**config.mk**
```make
export PLATFORM = sky130hd
export DESIGN_NAME = symbol_sync_controller
export DESIGN_NICKNAME = d
export VERILOG_FILES = /design/src/rtl/symbol_sync_controller.sv
export SDC_FILE = /design/constraint.sdc
export NUM_CORES = 1
export LEC_CHECK = 0
export ABC_CLOCK_PERIOD_IN_PS = 4630
export CAP_MARGIN = 5
export CORE_MARGIN = 2
export CORE_UTILIZATION = 30
export DETAILED_ROUTE_END_ITERATION = 8
export DONT_BUFFER_PORTS = 1
export PLACE_DENSITY = 0.45
export SETUP_SLACK_MARGIN = 0.4
export SLEW_MARGIN = 25
export SYNTH_ARGS = -nofsm -noshare
export SYNTH_HDL_FRONTEND = slang
export SYNTH_SLANG_ARGS = --single-unit
```
**constraint.sdc**
```tcl
create_clock -name clk -period 4.63 [get_ports clk]
set_clock_uncertainty 0.1 [all_clocks]
set_input_delay 0.463 -clock clk [delete_from_list [all_inputs] [get_ports clk]]
set_output_delay 0.463 -clock clk [all_outputs]
set_load 0.05 [all_outputs]
```
**src/rtl/symbol_sync_controller.sv**
```systemverilog
// Symbol-timing acquisition/tracking controller: locks onto a stable per-symbol
// peak bin, tracks small drifts, declares loss of lock and emits a symbol strobe.
module symbol_sync_controller #(
  parameter int BINS_PER_SYMBOL = 20,
  parameter int ACQ_COUNT       = 4,
  parameter int LOSS_COUNT      = 3,
  parameter int TOL             = 1,
  parameter int IDX_W           = 16
) (
  input  logic             clk,
  input  logic             reset,
  input  logic             enable,
  input  logic [IDX_W-1:0] bin_index,
  input  logic             bin_valid,
  input  logic [IDX_W-1:0] max_bin_index,
  input  logic             max_index_valid,
  output logic             locked,
  output logic [IDX_W-1:0] timing_index,
  output logic             symbol_strobe,
  output logic             lock_lost,
  output logic [1:0]       sync_state
);

  localparam logic [1:0] S_IDLE    = 2'b00;
  localparam logic [1:0] S_ACQUIRE = 2'b01;
  localparam logic [1:0] S_LOCKED  = 2'b10;

  localparam int CNT_MAX = (ACQ_COUNT > LOSS_COUNT) ? ACQ_COUNT : LOSS_COUNT;
  localparam int CNT_W   = (CNT_MAX < 2) ? 1 : $clog2(CNT_MAX + 1);

  // Handshake: max_bin_index is sampled only in cycles where max_index_valid
  // is high (one-cycle qualifier, no backpressure); bin_index likewise with
  // bin_valid. Neither qualifier gates the other.

  logic [IDX_W-1:0] candidate;
  logic [CNT_W-1:0] match_cnt;
  logic [CNT_W-1:0] miss_cnt;
  logic             peak_in_range;
  logic             acq_consistent;
  logic             trk_consistent;
  logic [CNT_W-1:0] match_next;
  logic [CNT_W-1:0] miss_next;

  // Circular distance check; any out-of-window index is never consistent.
  function automatic logic consistent(input logic [IDX_W-1:0] a,
                                      input logic [IDX_W-1:0] b);
    logic [IDX_W-1:0] d;
    d = (a > b) ? (a - b) : (b - a);
    if (d > IDX_W'(BINS_PER_SYMBOL / 2)) d = IDX_W'(BINS_PER_SYMBOL) - d;
    return (a < IDX_W'(BINS_PER_SYMBOL)) && (b < IDX_W'(BINS_PER_SYMBOL)) &&
           (d <= IDX_W'(TOL));
  endfunction

  always_comb begin
    peak_in_range  = max_bin_index < IDX_W'(BINS_PER_SYMBOL);
    acq_consistent = consistent(max_bin_index, candidate);
    trk_consistent = consistent(max_bin_index, timing_index);
    if (match_cnt == '0 || !acq_consistent) match_next = CNT_W'(1);
    else if (match_cnt >= CNT_W'(ACQ_COUNT)) match_next = CNT_W'(ACQ_COUNT);
    else match_next = match_cnt + CNT_W'(1);
    miss_next = (miss_cnt >= CNT_W'(LOSS_COUNT)) ? CNT_W'(LOSS_COUNT)
                                                 : miss_cnt + CNT_W'(1);
  end

  always_ff @(posedge clk) begin
    if (reset || !enable) begin
      sync_state    <= S_IDLE;
      locked        <= 1'b0;
      timing_index  <= '0;
      symbol_strobe <= 1'b0;
      lock_lost     <= 1'b0;
      candidate     <= '0;
      match_cnt     <= '0;
      miss_cnt      <= '0;
    end else begin
      lock_lost <= 1'b0;
      // Compares against the pre-update timing_index when a peak coincides.
      symbol_strobe <= (sync_state == S_LOCKED) && bin_valid &&
                       (bin_index == timing_index);
      case (sync_state)
        S_IDLE: begin
          sync_state <= S_ACQUIRE;
          match_cnt  <= '0;
        end
        S_ACQUIRE: begin
          if (max_index_valid) begin
            if (!peak_in_range) begin
              match_cnt <= '0;
            end else begin
              candidate <= max_bin_index;
              match_cnt <= match_next;
              if (match_next == CNT_W'(ACQ_COUNT)) begin
                sync_state   <= S_LOCKED;
                timing_index <= max_bin_index;
                locked       <= 1'b1;
                miss_cnt     <= '0;
              end
            end
          end
        end
        S_LOCKED: begin
          if (max_index_valid) begin
            if (trk_consistent) begin
              timing_index <= max_bin_index;
              miss_cnt     <= '0;
            end else begin
              miss_cnt <= miss_next;
              // The triggering peak is dropped rather than seeding a candidate.
              if (miss_next == CNT_W'(LOSS_COUNT)) begin
                sync_state <= S_ACQUIRE;
                locked     <= 1'b0;
                lock_lost  <= 1'b1;
                match_cnt  <= '0;
              end
            end
          end
        end
        default: sync_state <= S_IDLE;
      endcase
    end
  end

endmodule

```
==> results.toml <==
[synth]
synth_top_area_frac = 0.138
async_reset_ff_frac = 0
syn-num-nets = 939
synth_area_leader_cell = "ha_1"
yosys-top-cells-area = "ha_1, dfxtp_1, a21oi_1"
ys.flop_type = "dfxtp_1"
synthTopCellsByCount = "inv_1, ha_1, nand2_1"
syn-cell-area_mm2 = 0.00636
ys_warn_count = 0
avgSynthCellArea_um2 = 7.68
ys_seq_elements = 43
synth_edf_count = 0
synth_most_common_cell = "inv_1"
ys_types = 90
ys_seq_area_frac = 0.135
synthCells = 828

[placement]
dpl.cell_count = 1278
hpwl_mm = 19.7
place.gp.congestion = 0.873
portBuffers = 0

[grt]
met3_usage = 0.0293
grt_overflow_total = 0
grt_max_degree = 24
grt_first_pass_wirelength_mm = 37.0
grt_usage = 0.212
antenna_found_initial = 0
grt_pass1_vias = 6665
met1_usage = 0.325
gr-usage-met2 = 0.319
busiest_layer = "met1"

[timing]
period_needed_ps = 4530
worst_hold_slack_ps = 187
worst_slew_pin_slew_ps = 1020
slew_headroom = 0.318
finalHoldViolCount = 0
min_period_over_period = 0.979
final-max-slew-violation-count = 0
tns_ps = 0
rsz0062_at_grt = "true"
fmax_ghz = 0.221
setup_viol = 0

[pwr]
ir_drop_mv = 0.132
leakagePower_nw = 3.95
powerDensity_mw_per_mm2 = 156

[setup_path]
start_kind = "flip-flop"
regToRegSetupSlack_ps = 100
crit_path_end_kind = "flip-flop"
r2r_start = "timing_index[9]"
reg2reg_depth = 19
crit_path_max_fanout = 10
crit_type = "reg2reg"
worstPathArrival_ps = 4620
r2r_end = "match_cnt[0]"
crit_required_ps = 4720

[min_path]
hp-class = "in2reg"
hold_end = "timing_index[0]"
holdPathStages = 2
min_from = "max_bin_index[0]"

[route]
drt-pass1-iter-count = 5
viasPerCell = 5.19
drt-total-wl_mm = 23.8
vias = 6852
antenna_left = 0
drtIter0Drc = 424
wl_per_cell_um = 18.0
drcViolationCount = 0

[flow_run]
maxCapViolations = 0

[finish]
layout.nets = 1155
num_antenna_cells = 0
area_growth_pct = 44.4
drive_gt1_frac = 0.381
final_cells = 1320

[run_status]
outcome = "completed"

[clocking]
clk_pin_slew_ps = 70
clkLatencyLatePin_ps = 300
cts_max_level = 2
tritoncts = "built"
clock-sinks = 43
cts_buffers = 5
clockBufferDepth = 2
root_buffer = "clkbuf_16"

[floorplan]
coreArea_mm2 = 0.0209
ioPinCount = 58
chipWidth_um = 150
initial_core_util = 0.304
die_area_mm2 = 0.0224
row_count = 53
die_y_um = 150
critical path, stage by stage (launching register included):
cell	delay, ps
dfxtp_2	340
ha_4	260
buf_6	130
a21oi_1	100
o21ai_2	180
a211oi_2	90
buf_4	160
a21oi_4	340
buf_4	180
mux2i_2	260
xnor2_2	180
buf_4	170
nor3_2	430
and4b_1	300
o2111ai_1	150
a211oi_2	170
buf_4	210
a211oi_4	80
or2_1	280
mux2_4	300
how the worst max path moves through the flow:
stage                                  from  slack (ps)           end  cells after the start
after floorplan           max_bin_index[11]          20  match_cnt[0]                     20
after global placement     max_bin_index[1]        -190   miss_cnt[1]                     14
after detailed placement   max_bin_index[1]        -210   miss_cnt[1]                     14
after CTS                   timing_index[0]          50  match_cnt[0]                     20
after global routing       timing_index[13]        -100  match_cnt[0]                     19
final                       timing_index[9]         100  match_cnt[0]                     19
state kept, by name, indices dropped and copies added, names as in the netlist:
register	count
sync_state	2
lock_lost	1
locked	1
timing_index	16
symbol_strobe	1
candidate	16
match_cnt	3
miss_cnt	3
cell type report:
cell class              count  area [µm²]
well taps                 275         344
clock buffers               7         133
multi-input cells         676        5610
repair buffers            245        1900
flip-flops and latches     43         888
clock inverters             1        5.00
inverters                  73         299
fillers                  2120       11700
per-stage QoR:
step / utilization / cell area (µm²) / power [mW] / worst slack (ps)
after floorplan: - / 6620 / 0.744 / 23.0
final: 0.439 / 9180 / 1.44 / 97.3
after detailed placement: 0.398 / 8320 / 0.990 / -211
after CTS: 0.427 / 8910 / 1.40 / 45.7
after global routing: 0.439 / 9180 / 1.52 / -98.6
after global placement: 0.398 / 8320 / 0.996 / -188
placed cells by master, fill, tap and decap left out, types with 10 or more instances in the layout:
master    count
nor2b_1      10
a21o_1       26
a21oi_2      11
inv_1        66
nor3_1       27
a21oi_1      48
nand4_1      17
nor4_1       12
o21ai_0      31
xor2_1       21
a211oi_1     10
nand3_1      21
xnor2_1      22
nand2_1      55
ha_4         16
dfxtp_1      25
nor2_1       45
ha_1         49
mux2i_1      22
dfxtp_2      16
buf_4       234
metal layers:
| layer | vias to the layer above | routed length, µm |
|---|---|---|
| met3 | 12 | 1100 |
| met1 | 3231 | 12400 |
| met2 | 142 | 10100 |
| li1 | 3467 | - |
| met4 | 0 | 155 |
| met5 | - | 0 |
kinds of logic after synthesis:
group,count (synthesis),synth area share
adder cells (fa/ha/maj),74,0.150
AND/OR/NAND/NOR,273,0.231
buffers and inverters,109,0.0754
multiplexers,29,0.0461
flip-flops,43,0.135
AO/OA/AOI/OAI,252,0.292
XOR/XNOR,48,0.0695
power breakdown:
group          internal (mW)  switching, mW
Sequential             0.369        0.00279
Combinational          0.350          0.350
Clock                  0.200          0.163
Total                  0.919          0.516
what timing repair did:
action / CTS / global route
resized for setup: 59 / 38
setup buffers: 19 / 15
pin swaps: 37 / 20
endpoints found under the setup margin: 26 / 26
endpoints found under the hold margin: 0 / 0
hold buffers: 0 / 0
Note: power is estimated with default switching activity, not from simulation.
